### src/rtl/pipe_pkg.sv
`default_nettype none
// ============================================================================
//  Module      : pipe_pkg
//  Description : Shared definitions for the ARM-subset pipeline registers.
//                Holds the default data and register-index widths, the bit
//                positions of the flags on a packed [3:0] NZCV bus, and the
//                EX/MEM control bundle.
//  Revision    : 1.0  initial release
// ============================================================================
package pipe_pkg;

    localparam int DEF_DATA_W = 32;
    localparam int DEF_REG_W  = 4;

    // Bit positions on a packed [3:0] nzcv bus.
    localparam int FLAG_N = 3;
    localparam int FLAG_Z = 2;
    localparam int FLAG_C = 1;
    localparam int FLAG_V = 0;

    typedef struct packed {
        logic mem_rd;
        logic mem_wr;
        logic mem_byte;
        logic rf_le;
    } ex_mem_ctrl_t;

endpackage
`default_nettype wire

### src/rtl/nzcv_flag_register.sv
`default_nettype none
// ============================================================================
//  Module      : nzcv_flag_register
//  Description : Architectural NZCV flag register. Loads the four flags when
//                enabled and otherwise holds them.
//  Ports       : clk        pipeline clock
//                rst_n      asynchronous active-low reset (flags -> 0000)
//                i_load_en  commit enable for this edge
//                i_nzcv     flags to commit, packed per pipe_pkg FLAG_* indices
//                o_nzcv     committed flags
//  Revision    : 1.0  initial release
// ============================================================================
module nzcv_flag_register (
    input  logic       clk,
    input  logic       rst_n,
    input  logic       i_load_en,
    input  logic [3:0] i_nzcv,
    output logic [3:0] o_nzcv
);

    logic [3:0] r_nzcv;

    always_ff @(posedge clk or negedge rst_n) begin
        if (!rst_n) begin
            r_nzcv <= 4'b0000;
        end else if (i_load_en) begin
            r_nzcv <= i_nzcv;
        end
    end

    assign o_nzcv = r_nzcv;

endmodule
`default_nettype wire

### src/rtl/ex_mem_pipeline_register.sv
`default_nettype none
// ============================================================================
//  Module      : ex_mem_pipeline_register
//  Description : EX/MEM pipeline register. Captures EXE results and controls,
//                turns condition-failed instructions into bubbles, owns the
//                committed NZCV flags and drives the MEM-stage forwarding hit.
//                Edge priority: reset > flush > stall > load.
//  Ports       : clk, rst_n            clock, async active-low reset
//                stall, flush          hazard-unit hold / bubble requests
//                ex_*                  EXE-stage result, store data, dest,
//                                      controls, S bit, cond pass, ALU flags
//                mem_*                 registered MEM-stage fields
//                mem_valid             slot holds a live instruction
//                flag_n/z/c/v          committed NZCV
//                fwd_hit_en            MEM-stage result is forwardable
//  Revision    : 1.0  initial release
// ============================================================================
module ex_mem_pipeline_register
    import pipe_pkg::*;
#(
    parameter int DATA_W = DEF_DATA_W,
    parameter int REG_W  = DEF_REG_W
) (
    input  logic              clk,
    input  logic              rst_n,
    input  logic              stall,
    input  logic              flush,
    input  logic [DATA_W-1:0] ex_result,
    input  logic [DATA_W-1:0] ex_store_data,
    input  logic [REG_W-1:0]  ex_rd,
    input  logic              ex_mem_rd,
    input  logic              ex_mem_wr,
    input  logic              ex_mem_byte,
    input  logic              ex_rf_le,
    input  logic              ex_s_bit,
    input  logic              ex_cond_pass,
    input  logic              ex_n,
    input  logic              ex_z,
    input  logic              ex_c,
    input  logic              ex_v,
    output logic [DATA_W-1:0] mem_result,
    output logic [DATA_W-1:0] mem_store_data,
    output logic [REG_W-1:0]  mem_rd,
    output logic              mem_mem_rd,
    output logic              mem_mem_wr,
    output logic              mem_mem_byte,
    output logic              mem_rf_le,
    output logic              mem_valid,
    output logic              flag_n,
    output logic              flag_z,
    output logic              flag_c,
    output logic              flag_v,
    output logic              fwd_hit_en
);

    logic [DATA_W-1:0] r_result;
    logic [DATA_W-1:0] r_store_data;
    logic [REG_W-1:0]  r_rd;
    ex_mem_ctrl_t      r_ctrl;
    logic              r_valid;

    logic              w_both_strobes;
    logic              w_live;
    logic              w_flag_load;
    logic [3:0]        w_ex_nzcv;
    logic [3:0]        w_flags;

    // A load and a store in the same slot is malformed; it is treated like a
    // failed condition so the MEM stage never sees both strobes.
    assign w_both_strobes = ex_mem_rd & ex_mem_wr;
    assign w_live         = ex_cond_pass & ~w_both_strobes;

    // Flags commit only on a real load edge of a live flag-setting op, so a
    // stalled S instruction commits once, when it finally moves.
    assign w_flag_load = ~flush & ~stall & w_live & ex_s_bit;

    always_comb begin
        w_ex_nzcv         = 4'b0000;
        w_ex_nzcv[FLAG_N] = ex_n;
        w_ex_nzcv[FLAG_Z] = ex_z;
        w_ex_nzcv[FLAG_C] = ex_c;
        w_ex_nzcv[FLAG_V] = ex_v;
    end

    always_ff @(posedge clk or negedge rst_n) begin
        if (!rst_n) begin
            r_result     <= '0;
            r_store_data <= '0;
            r_rd         <= '0;
            r_ctrl       <= '0;
            r_valid      <= 1'b0;
        end else if (flush) begin
            // Bubble: kill the slot and its side-effect strobes; data holds.
            r_valid       <= 1'b0;
            r_ctrl.mem_rd <= 1'b0;
            r_ctrl.mem_wr <= 1'b0;
            r_ctrl.rf_le  <= 1'b0;
        end else if (!stall) begin
            r_result        <= ex_result;
            r_store_data    <= ex_store_data;
            r_rd            <= ex_rd;
            r_ctrl.mem_byte <= ex_mem_byte;
            r_ctrl.mem_rd   <= ex_mem_rd & w_live;
            r_ctrl.mem_wr   <= ex_mem_wr & w_live;
            r_ctrl.rf_le    <= ex_rf_le  & w_live;
            r_valid         <= w_live;
        end
    end

    nzcv_flag_register u_flags (
        .clk       (clk),
        .rst_n     (rst_n),
        .i_load_en (w_flag_load),
        .i_nzcv    (w_ex_nzcv),
        .o_nzcv    (w_flags)
    );

    assign mem_result     = r_result;
    assign mem_store_data = r_store_data;
    assign mem_rd         = r_rd;
    assign mem_mem_rd     = r_ctrl.mem_rd;
    assign mem_mem_wr     = r_ctrl.mem_wr;
    assign mem_mem_byte   = r_ctrl.mem_byte;
    assign mem_rf_le      = r_ctrl.rf_le;
    assign mem_valid      = r_valid;

    assign flag_n = w_flags[FLAG_N];
    assign flag_z = w_flags[FLAG_Z];
    assign flag_c = w_flags[FLAG_C];
    assign flag_v = w_flags[FLAG_V];

    // Loads are excluded: their data only exists after the MEM access.
    assign fwd_hit_en = r_valid & r_ctrl.rf_le & ~r_ctrl.mem_rd;

    a_no_dual_strobe : assert property (@(posedge clk) disable iff (!rst_n)
        !(r_ctrl.mem_rd && r_ctrl.mem_wr));

endmodule
`default_nettype wire
### config.mk
export PLATFORM = sky130hd
export DESIGN_NAME = ex_mem_pipeline_register
export DESIGN_NICKNAME = d
export VERILOG_FILES = /design/src/rtl/pipe_pkg.sv /design/src/rtl/nzcv_flag_register.sv /design/src/rtl/ex_mem_pipeline_register.sv
export SDC_FILE = /design/constraint.sdc
export NUM_CORES = 1
export LEC_CHECK = 0
export CAP_MARGIN = 20
export CORE_MARGIN = 4
export CORE_UTILIZATION = 38
export DETAILED_ROUTE_END_ITERATION = 12
export HOLD_SLACK_MARGIN = 0.05
export PLACE_DENSITY = 0.79
export SLEW_MARGIN = 20
export SYNTH_ARGS = -nofsm -noshare
export SYNTH_HDL_FRONTEND = slang
export SYNTH_SLANG_ARGS = --single-unit
export TNS_END_PERCENT = 5
### constraint.sdc
create_clock -name clk -period 0.92 [get_ports clk]
set_input_delay 0.138 -clock clk [delete_from_list [all_inputs] [get_ports clk]]
set_output_delay 0.138 -clock clk [all_outputs]
set_load 0.005 [all_outputs]
==> results of run 1 <==
-- cell usage after synthesis --
| library cell | instances | area, um^2 |
|---|---|---|
| nor2_1 | 5 | 18.8 |
| dfrtp_1 | 77 | 1930 |
| a21boi_1 | 1 | 7.51 |
| buf_6 | 1 | 11.3 |
| nand3b_1 | 1 | 7.51 |
| mux2_1 | 4 | 45.0 |
| nand3_4 | 1 | 17.5 |
| buf_2 | 7 | 35.0 |
| a32oi_1 | 1 | 8.76 |
| mux2i_1 | 1 | 10.0 |
| nor2_4 | 1 | 11.3 |
| mux2_2 | 69 | 777 |
| nor4bb_1 | 1 | 10.0 |
| a21oi_1 | 2 | 10.0 |
| nand2_1 | 2 | 7.51 |
-- power by group through the flow --
stage	sequential [mW]	combinational [mW]	clock (mW)
global placement	4.17	2.20	0
finish	4.12	1.87	2.13
CTS	4.13	2.03	2.21
detailed placement	4.20	2.24	0
floorplan	4.23	0.596	0
global route	4.19	2.03	2.36
-- state kept, by name, summed over array words and instances (netlist names) --
register	flops
mem_store_data	32
mem_mem_rd	1
mem_mem_byte	1
mem_result	32
mem_mem_wr	1
mem_valid	1
mem_rd	4
mem_rf_le	1
u_flags.o_nzcv	4
-- logic make-up after synthesis --
kind of cell | count (synthesis) | share of synthesized area [%]
multiplexers | 74 | 28.7
AO/OA/AOI/OAI | 4 | 0.905
flip-flops | 77 | 66.4
AND/OR/NAND/NOR | 11 | 2.50
buffers and inverters | 8 | 1.59
-- through the flow --
| step | cells | setup TNS (ns) | area [um^2] |
|---|---|---|---|
| floorplan | 174 | -9.40 | 2940 |
| global placement | 436 | -48.63 | 4710 |
| detailed placement | 436 | -51.14 | 4710 |
| CTS | 464 | -9.42 | 4840 |
| global route | 465 | -7.37 | 4660 |
| finish | 465 | -3.62 | 4660 |
-- layout make-up --
type                       count  area [um^2]
tap                           99          124
fill                         586         2670
timing repair buffer         185         1500
multi-input combinational     89          953
clock inverter                 2         10.0
clock buffer                  13          149
sequential                    77         1930
-- final timing paths --
path / start / to / cells after the start
max: mem_rf_le$_DFFE_PN0P_ / fwd_hit_en / 3
min: flush / mem_mem_wr$_DFFE_PN0P_ / 3
max reg2reg: mem_store_data[12]$_DFFE_PN0P_ / mem_store_data[12]$_DFFE_PN0P_ / 3
min reg2reg: mem_result[28]$_DFFE_PN0P_ / mem_result[28]$_DFFE_PN0P_ / 1
max in group asynchronous: rst_n / mem_result[10]$_DFFE_PN0P_ / 3
min in group asynchronous: rst_n / mem_store_data[11]$_DFFE_PN0P_ / 3
-- timing repair --
| action | CTS | global route |
|---|---|---|
| pin swaps | 3 | 1 |
| buffers inserted | 10 | 1 |
| gates cloned | 2 | 0 |
| hold endpoints to repair | 77 | 0 |
| resized for setup | 243 | 49 |
| hold buffers | 1 | 0 |
| endpoints found under the setup margin | 152 | 131 |
-- routing by layer --
metal  wire length (um)  GRT usage (%)  part of all wire, %  vias to the layer above
met5                  0              0                    0                        -
met4                104           6.52                  1.4                        0
met3                715           5.45                  9.4                       11
met2               3860           29.1                   51                       97
met1               2890           19.3                   38                     1077
li1                   -              -                    -                      989
-- critical path, delay by kind of cell, from the launching register on --
family / cells / cell delay (ns)
buf+inv: 1 / 0.13
flops: 1 / 0.37
simple gates: 2 / 0.18
-- placed cells by master (no fill, tap or decap), types with 2 or more instances in the layout --
master,instances
buf_6,4
nand2_1,2
clkbuf_1,3
dfrtp_1,77
mux2_2,68
clkinv_2,2
buf_2,36
buf_16,2
buf_12,4
buf_4,18
nor2_1,5
clkbuf_2,42
clkdlybuf4s50_1,75
clkdlybuf4s15_1,2
mux2_4,5
clkbuf_8,10
a21oi_1,2
==> qor.txt, run 1 <==
FP Rows: 31
Vias in the first global route: 2376
CP peak stage delay: 0.37 ns
Starting Density: 39.6%
Crit share post-route: 123%
Post-synthesis sequential area ratio: 66.4%
Endpoint class of the critical path: primary output
Final setup fails: 79
Critical path class: reg -> out
TritonCTS Buffers: 9
H-tree depth: 3
Yosys cell types: 15
Final wirelength: 7.58 mm
Maximum vdd drop: 0.000931 V
Syn nets: 256
Post-DRT Antenna Nets: 0
Fin nets: 444
Die area: 9100 um^2
Routed vias/inst: 4.68
CP required: 0.78 ns
Core area: 7330 um^2
Worst setup margin: -0.215 ns
Clock Tree Buf Depth: 2
Routed len/inst: 16.3 um
Clk sink count: 77
Final count of pins violating max slew: 0
Gpl congestion: 0.752
Crit start category: flip-flop
Slew margin rel.: 72.8%
Worst clock skew: 0 ns
Worst Tran Pin Value: 0.408 ns
Die W: 95.4 um
MaxCap Viol Count: 0
IO Port Bufs: 159
Switching Fraction: 24.4%
Worst hold slack: 0.0898 ns
Comb power frac: 23.0%
Total Power: 8.12 mW
Status: finished, violations left
First-pass GRT wire length: 11.6 mm
Pleak: 2.14 nW
CTS tree: yes
Initial antenna violation count: 0
Ratio of total power to cell area: 1740 nW/um^2
Switching Power: 1.98 mW
Mean Syn Cell Area: 16.7 um^2
Crit path max-delay cell type: dfrtp_1
DR pass1 iterations: 4
Detail Placement HPWL: 5.31 mm
Hold WC Path Type: in -> reg
Final hold violations: 0
Root Buffer Master: clkbuf_8
Tmin final: 1.13 ns
Clock latency on the worst-skew pair: 0.32 ns
Clock-pin slew on the worst setup and hold paths: 0.07 ns
Clk pwr share: 26.3%
Residual DRC count: 0
Max FO, Critical Path: 3
Top Ports: 160
Via count: 2174
R2R Setup Slk: -0.06 ns
Gr usage total: 16.8%
Place WS: -0.715 ns
Mapped Area: 2900 um^2
Core Util, Final: 63.5%
Register bit total from synthesis: 77
Achievable Freq: 0.881 GHz
Sequential share of power: 50.7%
Share of cells above drive strength 1: 53.0%
Antenna Cells: 0
GRT overflow: 0
Synthesized instance count: 174
Arrival time worst endpoint: 1.00 ns
DR iter-0 viols: 63
Violations in the final reports: negative setup slack
Largest net degree at the start of global routing: 78
Area grow syn2layout: 60.4%
YS warnings: 0
Worst path cell trace: nand2_1 > nor2_1 > buf_2
RSZ-0062 raised after global routing: yes
Int Pwr: 6.14 mW
Die H: 95.4 um
(Power assumes the default switching activity.)
==> run 2: changes to the inputs <==
--- a/config.mk
+++ b/config.mk
@@ -5,12 +5,14 @@
 export SDC_FILE = /design/constraint.sdc
 export NUM_CORES = 1
 export LEC_CHECK = 0
+export ABC_AREA = 0
 export CAP_MARGIN = 20
 export CORE_MARGIN = 4
-export CORE_UTILIZATION = 38
+export CORE_UTILIZATION = 54
 export DETAILED_ROUTE_END_ITERATION = 12
+export DONT_BUFFER_PORTS = 1
 export HOLD_SLACK_MARGIN = 0.05
-export PLACE_DENSITY = 0.79
+export PLACE_DENSITY = 0.69
 export SLEW_MARGIN = 20
 export SYNTH_ARGS = -nofsm -noshare
 export SYNTH_HDL_FRONTEND = slang
==> qor.txt, run 2 (same netlist as run 1, synthesis figures left out) <==
Final count of pins violating max slew: 0 (unchanged)
IO Port Bufs: 0 (-100%)
Switching Fraction: 22.8% (-1.6 points)
Post-Layout Cell Count: 334 (-28%)
Worst hold slack: -0.509 ns (-0.599 ns)
Hold WC Path Type: in -> async
Crit start category: flip-flop
Post-DRT Antenna Nets: 0 (unchanged)
RSZ-0062 raised after global routing: yes
Starting Density: 56.1% (+17 points)
Maximum vdd drop: 0.00153 V (+65%)
Most used routing layer in global routing: met2
Arrival time worst endpoint: 0.91 ns (-0.09 ns)
CTS tree: yes
DR iter-0 viols: 66 (+4.8%)
Clock Tree Buf Depth: 2 (unchanged)
Worst setup margin: -0.124 ns (+0.0904 ns)
Reg-to-reg startpoint: mem_mem_byte$_DFFE_PN0P_
Routed len/inst: 21.7 um (+33%)
Clk sink count: 77 (unchanged)
First-pass GRT wire length: 10.5 mm (-9.0%)
Sequential share of power: 52.7% (+2.0 points)
TritonCTS Buffers: 9 (unchanged)
Total Power: 8.23 mW (+1.4%)
Gpl congestion: 0.776 (+3.1%)
Achievable Freq: 0.958 GHz (+8.7%)
Share of cells above drive strength 1: 36.4% (-17 points)
H-tree depth: 3 (unchanged)
Reg2reg path depth: 1 (-2)
Fillers: 290 (-51%)
Root Buffer Master: clkbuf_8
Clock latency on the worst-skew pair: 0.33 ns (about the same)
Antenna Cells: 0 (unchanged)
Tmin final: 1.04 ns (-0.0904 ns)
Reg area: 1930 um^2 (about the same)
Most common cell after layout, fill and taps aside: dlygate4sd3_1
Ratio of total power to cell area: 2030 nW/um^2 (+17%)
Die area: 6620 um^2 (-27%)
GRT overflow: 0 (unchanged)
Die W: 81.3 um (-15%)
Met2 GRT Util: 40.8% (+12 points)
Footprint of the multi-input gates: 948 um^2 (-0.52%)
Core area: 5170 um^2 (-29%)
MaxCap Viol Count: 0 (unchanged)
Int Pwr: 6.35 mW (+3.5%)
Critical path class: reg -> out
Detail Placement HPWL: 4.50 mm (-15%)
Worst Tran Pin Value: 0.282 ns (-0.127 ns)
Pleak: 1.72 nW (-20%)
Clock-pin slew on the worst setup and hold paths: 0.08 ns (about the same)
Gr usage total: 22.2% (+5.4 points)
Hold Buf Count CTS: 78 (+77)
Met3 GRT Util: 6.76% (+1.3 points)
Status: finished, violations left
Final wirelength: 7.25 mm (-4.3%)
Via count: 1814 (-17%)
Global Route met1 Usage: 20.8% (+1.5 points)
DR pass1 iterations: 3 (-1)
Cells after DPL: 241 (-45%)
Crit share post-route: 114% (-9.8 points)
Comb power frac: 11.8% (-11 points)
Residual DRC count: 0 (unchanged)
CP required: 0.78 ns (about the same)
Vias in the first global route: 2122 (-11%)
Routed vias/inst: 5.43 (+16%)
Clk pwr share: 35.5% (+9.2 points)
Max FO, Critical Path: 3 (unchanged)
Endpoint class of the critical path: primary output
Worst clock skew: 0 ns (unchanged)
Switching Power: 1.88 mW (-5.2%)
Area grow syn2layout: 39.4%
Violations in the final reports: negative hold slack, negative setup slack
FP Rows: 26 (-16%)
Initial antenna violation count: 0 (unchanged)
Slew margin rel.: 81.0% (+8.2 points)
Final setup fails: 2 (-97%)
Fin nets: 342 (-23%)
Core Util, Final: 78.3% (+15 points)
Die H: 81.3 um (-15%)
Top Ports: 160 (unchanged)
Most frequent cells in the layout: 78 x dlygate4sd3_1, 76 x dfrtp_1, 69 x mux2_2
Worst reg2reg endpoint: mem_mem_byte$_DFFE_PN0P_
Largest net degree at the start of global routing: 78 (unchanged)
Final hold violations: 77 (+77)
Place WS: -0.159 ns (+0.556 ns)
R2R Setup Slk: 0.08 ns (+0.14 ns)
[run 2: cell count changes in the layout (fill, tap and decap cells not counted), moves of 4 or more]
cell and delta:
buf_4 -16, clkbuf_2 -42, buf_6 -4, dlygate4sd3_1 +77
buf_2 -36, clkdlybuf4s50_1 -75
[run 2: worst max-delay path, stage by stage (launching register included)]
cell     delay (ns)
dfrtp_1        0.40
nand2_1        0.08
nor2_2         0.10
[run 2: repair_timing]
action / 4_1_cts / 5_1_grt
endpoints found under the hold margin: 154 / 77
setup endpoints to repair: 1 / 4
setup buffers: 0 / 0
gates resized for setup: 0 / 2
[run 2: layer usage]
layer  vias to the layer above  routed length (um)
met3                        23                 703
met2                       113                4000
li1                        781                   -
met4                         0                 245
met1                       897                2310
met5                         -                   0
[run 2: how the worst max path moves through the flow]
stage / startpoint / endpoint / slack (ns) / cells past startpoint
2_1_floorplan: stall / u_flags.o_nzcv[0]$_DFFE_PN0P_ / -0.18 / 5
3_3_place_gp: stall / mem_store_data[23]$_DFFE_PN0P_ / -0.12 / 3
3_5_place_dp: stall / mem_store_data[31]$_DFFE_PN0P_ / -0.16 / 3
4_1_cts: mem_valid$_DFFE_PN0P_ / fwd_hit_en / -0.16 / 2
5_1_grt: mem_valid$_DFFE_PN0P_ / fwd_hit_en / -0.19 / 2
6_report: mem_valid$_DFFE_PN0P_ / fwd_hit_en / -0.12 / 2
[run 2: cell type report]
class,count,area share (%)
clock buffer,10,3.15
multi-input combinational,89,23.4
tap,70,2.16
clock inverter,5,2.47
timing repair buffer,83,21.1
sequential,77,47.6
[run 2: per-stage QoR]
stage               instance area (um^2)  setup TNS (ns)
finish                              4050          -0.201
global placement                    3040           -7.97
detailed placement                  3040           -9.49
CTS                                 4040          -0.194
global route                        4050          -0.320
floorplan                           2940           -9.40
[run 2: power by group through the flow]
stage,Combinational [mW],Sequential (mW),Clock (mW)
final,0.973,4.34,2.92
after global routing,1.05,4.38,3.10
after global placement,0.630,4.36,0
after CTS,0.957,4.32,2.97
after floorplan,0.596,4.23,0
after detailed placement,0.688,4.38,0
==> patch 1, RTL diff (flow settings as in run 1) <==
`DEF_DATA_W`: 32 -> 16.
--- a/src/rtl/pipe_pkg.sv
+++ b/src/rtl/pipe_pkg.sv
@@ -11,3 +11,3 @@
 
-    localparam int DEF_DATA_W = 32;
+    localparam int DEF_DATA_W = 16;
     localparam int DEF_REG_W  = 4;
Ports: changed (resized ex_result, ex_store_data, mem_result and mem_store_data); port bits go from 160 to 96. No check against the original RTL was run, so the function may have changed too.
==> patch 1 against run 1 <==
The run still ends with negative setup slack left. Core utilization grew 2.4 points. Worst setup slack lost 21 ps. Total power down 37%. Synthesized area down 36%. Routed wire length fell by 33%. Fmax shrank 1.8%. Worst hold slack better by 76 ps. Critical path depth is 1 higher. Design area is 33% lower. Sequential cell count down 32. Critical path type unchanged. Critical endpoint unchanged.
==> patch 1: results (changes against run 1) <==
Placement
  • Placed Cells: 286 (was 436)
  • Gpl congestion: 0.725 (was 0.752)
  • Post-DP Area: 3020 µm² (was 4710 µm²)
  • Dpl ws: -657 ps (was -715 ps)

Synthesis
  • Synth Area in Compound Gates: 1.62% (was 0.905%)
  • Post-Syn Area: 1850 µm² (was 2900 µm²)
  • Fraction of synthesized area in multiplexers: 30.4% (was 28.7%)
  • Synth Area per Inst: 17.3 µm² (was 16.7 µm²)
  • Sequential area share after synthesis: 60.9% (was 66.4%)

Finish
  • Non-Filler Instances: 313 (was 465)
  • FF/Latch Area: 1130 µm² (was 1930 µm²)
  • Sequential share of cell area: 36.2% (was 41.4%)
  • Filler Cell Count: 352 (was 586)
  • Clk cell area share: 3.09% (was 3.41%)
  • Multi-input gate area: 686 µm² (was 953 µm²)
  • CLK BUF: 6 (was 13)

Drt
  • Metal2 WL: 2290 µm (was 3860 µm)
  • DR WL/cell: 16.2 µm (was 16.3 µm)
  • Via/cell ratio: 4.49 (was 4.68)
  • Met1 Wirelength: 2260 µm (was 2890 µm)

Run status
  • Status: finished, violations left (unchanged)
  • Violated checks: negative setup slack (unchanged)

STA
  • Relative slew margins: 83.6% (was 72.8%)
  • Final setup vio count: 51 (was 79)
  • Fin worst setup slack: -236 ps (was -215 ps)
  • Setup Total Neg Slack: -1770 ps (was -3620 ps)

Power
  • Seq pwr: 2420 µW (was 4120 µW)
  • Peak VDD IR: 768 µV (was 931 µV)
  • Static leakage: 0.00151 µW (was 0.00214 µW)

CTS
  • Setup bufs post-CTS: 17 (was 10)
  • Total CTS buffers: 5 (was 9)
  • Cts repair resizes: 146 (was 243)
  • H-tree depth: 2 (was 3)

Critical path
  • Max FO, Critical Path: 2 (was 3)

GRT
  • Largest net degree at the start of global routing: 46 (was 78)
  • First-pass GRT wire length: 8140 µm (was 11,600 µm)
patch 1: cell types whose count changed in the layout (fill, tap and decap cells not counted), moves of 2 or more:
cell,delta
buf_16,-2
buf_2,-18
buf_4,+9
buf_6,+7
clkbuf_1,-3
clkbuf_2,-13
clkbuf_8,-4
clkdlybuf4s15_1,-2
clkdlybuf4s50_1,-32
dfrtp_1,-32
dlygate4sd2_1,+2
mux2_2,-52
mux2_4,+20
patch 1: path summary, 6_finish.rpt:
kind                                                  to  slack (ps)
setup / recovery                              fwd_hit_en        -240
hold / removal                     mem_rf_le$_DFFE_PN0P_         170
setup reg to reg           mem_store_data[3]$_DFFE_PN0P_         -70
hold reg to reg            u_flags.o_nzcv[3]$_DFFE_PN0P_         510
max in group asynchronous  u_flags.o_nzcv[1]$_DFFE_PN0P_         370
min in group asynchronous  mem_store_data[3]$_DFFE_PN0P_         340
patch 1: worst max-delay path, cell delays in order (launching register included):
cell	delay [ps]
dfrtp_1	390
buf_6	120
nand2_2	60
nor2_4	30
buf_2	120
==> patch 2, RTL diff (config.mk and constraints of run 1) <==
Made on the original files. Put a register stage on the outputs `flag_n`, `flag_z`, `flag_c` and `flag_v`, with the module's reset. The values now appear one clock later. The other outputs are not delayed to match.
--- a/src/rtl/ex_mem_pipeline_register.sv
+++ b/src/rtl/ex_mem_pipeline_register.sv
@@ -126,6 +126,15 @@
 
-    assign flag_n = w_flags[FLAG_N];
-    assign flag_z = w_flags[FLAG_Z];
-    assign flag_c = w_flags[FLAG_C];
-    assign flag_v = w_flags[FLAG_V];
+    always_ff @(posedge clk or negedge rst_n) begin
+        if (!rst_n) begin
+            flag_n <= '0;
+            flag_z <= '0;
+            flag_c <= '0;
+            flag_v <= '0;
+        end else begin
+            flag_n <= w_flags[FLAG_N];
+            flag_z <= w_flags[FLAG_Z];
+            flag_c <= w_flags[FLAG_C];
+            flag_v <= w_flags[FLAG_V];
+        end
+    end
 
Formal check against the unedited RTL: not equivalent (a bounded check fails within 4 cycles, from zero or initial values and one cycle with rst_n low).
==> patch 2 against run 1 <==
The flow still finishes with violations (negative setup slack). Synthesized area up 3.4%. Worst setup slack worse by 73 ps. Total power up 9.4%. Via count down 0.64%. Die area up 3.2%. Sequential cell count up 4. Routed wire length down 3.2%. Design area up 2.6%. First-iteration DRC count down 75%. Critical path depth up 1. Register-to-register slack worse by 20 ps. Critical endpoint unchanged. Largest cell class unchanged.
==> patch 2: results (changes against run 1) <==
GRT
  • Met1 usage: 19.3% (about the same)
  • Vias in the first global route: 2,397 (was 2,376)
  • Global Route met3 Usage: 5.70% (was 5.45%)
  • Overall Global Routing Usage: 16.1% (was 16.8%)

Drt
  • DR WL/cell: 15.6 µm (was 16.3 µm)
  • Metal2 WL: 3680 µm (was 3860 µm)
  • First DRT Iteration DRCs: 16 (was 63)
  • Via count: 2,160 (was 2,174)
  • Met3 WL: 560 µm (was 715 µm)
  • Met1 Wirelength: 2990 µm (was 2890 µm)

Power
  • Clk pwr share: 31.0% (was 26.3%)
  • Static leakage: 0.00221 µW (was 0.00214 µW)
  • Psw: 2030 µW (was 1980 µW)
  • Sequential power share: 48.8% (was 50.7%)

STA
  • Hold WS: 130 ps (was 89.8 ps)
  • Setup Total Neg Slack: -4610 ps (was -3620 ps)
  • Final setup vio count: 85 (was 79)
  • Fin worst setup slack: -288 ps (was -215 ps)

Placement
  • Gpl congestion: 0.702 (was 0.752)

Run status
  • Violated checks: negative setup slack (unchanged)
  • Status: finished, violations left (unchanged)

Critical path
  • RR Startpoint: mem_store_data[0]$_DFFE_PN0P_ (was mem_store_data[12]$_DFFE_PN0P_)
  • CP max stage delay: 410 ps (was 370 ps)

Synthesis
  • Fraction of synthesized area in multiplexers: 27.7% (was 28.7%)
  • Synth Area in Compound Gates: 0.875% (was 0.905%)

Finish
  • Filler Cell Count: 628 (was 586)

CTS
  • Cts repair resizes: 238 (was 243)

Worst hold path
  • Hold Path End: mem_rf_le$_DFFE_PN0P_ (was mem_mem_wr$_DFFE_PN0P_)
==> patch 2: cell types whose count changed in the layout (fill, tap and decap cells not counted), sizes merged <==
cell	before	now
dlygate4sd2	1	5
dfrtp	77	81
clkinv	2	1
clkbuf	55	53
bufinv	0	2
buf	64	60
clkdlybuf4s15	2	1
==> patch 2: cell type report <==
cell class	count	area, µm²	area share [%]
repair buffers	183	1440	30.2
well taps	102	128	2.67
flip-flops and latches	81	2030	42.4
clock buffers	12	145	3.04
multi-input cells	89	971	20.3
clock inverters	3	65.1	1.36
==> patch 2: stage by stage <==
stage / total power [µW] / util (%) / std cells / cell area, µm² / setup WS, ps
2_1_floorplan: 5050 / - / 178 / 3040 / -177
3_3_place_gp: 6610 / 63.1 / 446 / 4850 / -631
3_5_place_dp: 6670 / 63.1 / 446 / 4850 / -664
4_1_cts: 9130 / 64.6 / 469 / 4970 / -301
5_1_grt: 9380 / 62.1 / 470 / 4780 / -342
6_report: 8890 / 62.1 / 470 / 4780 / -288
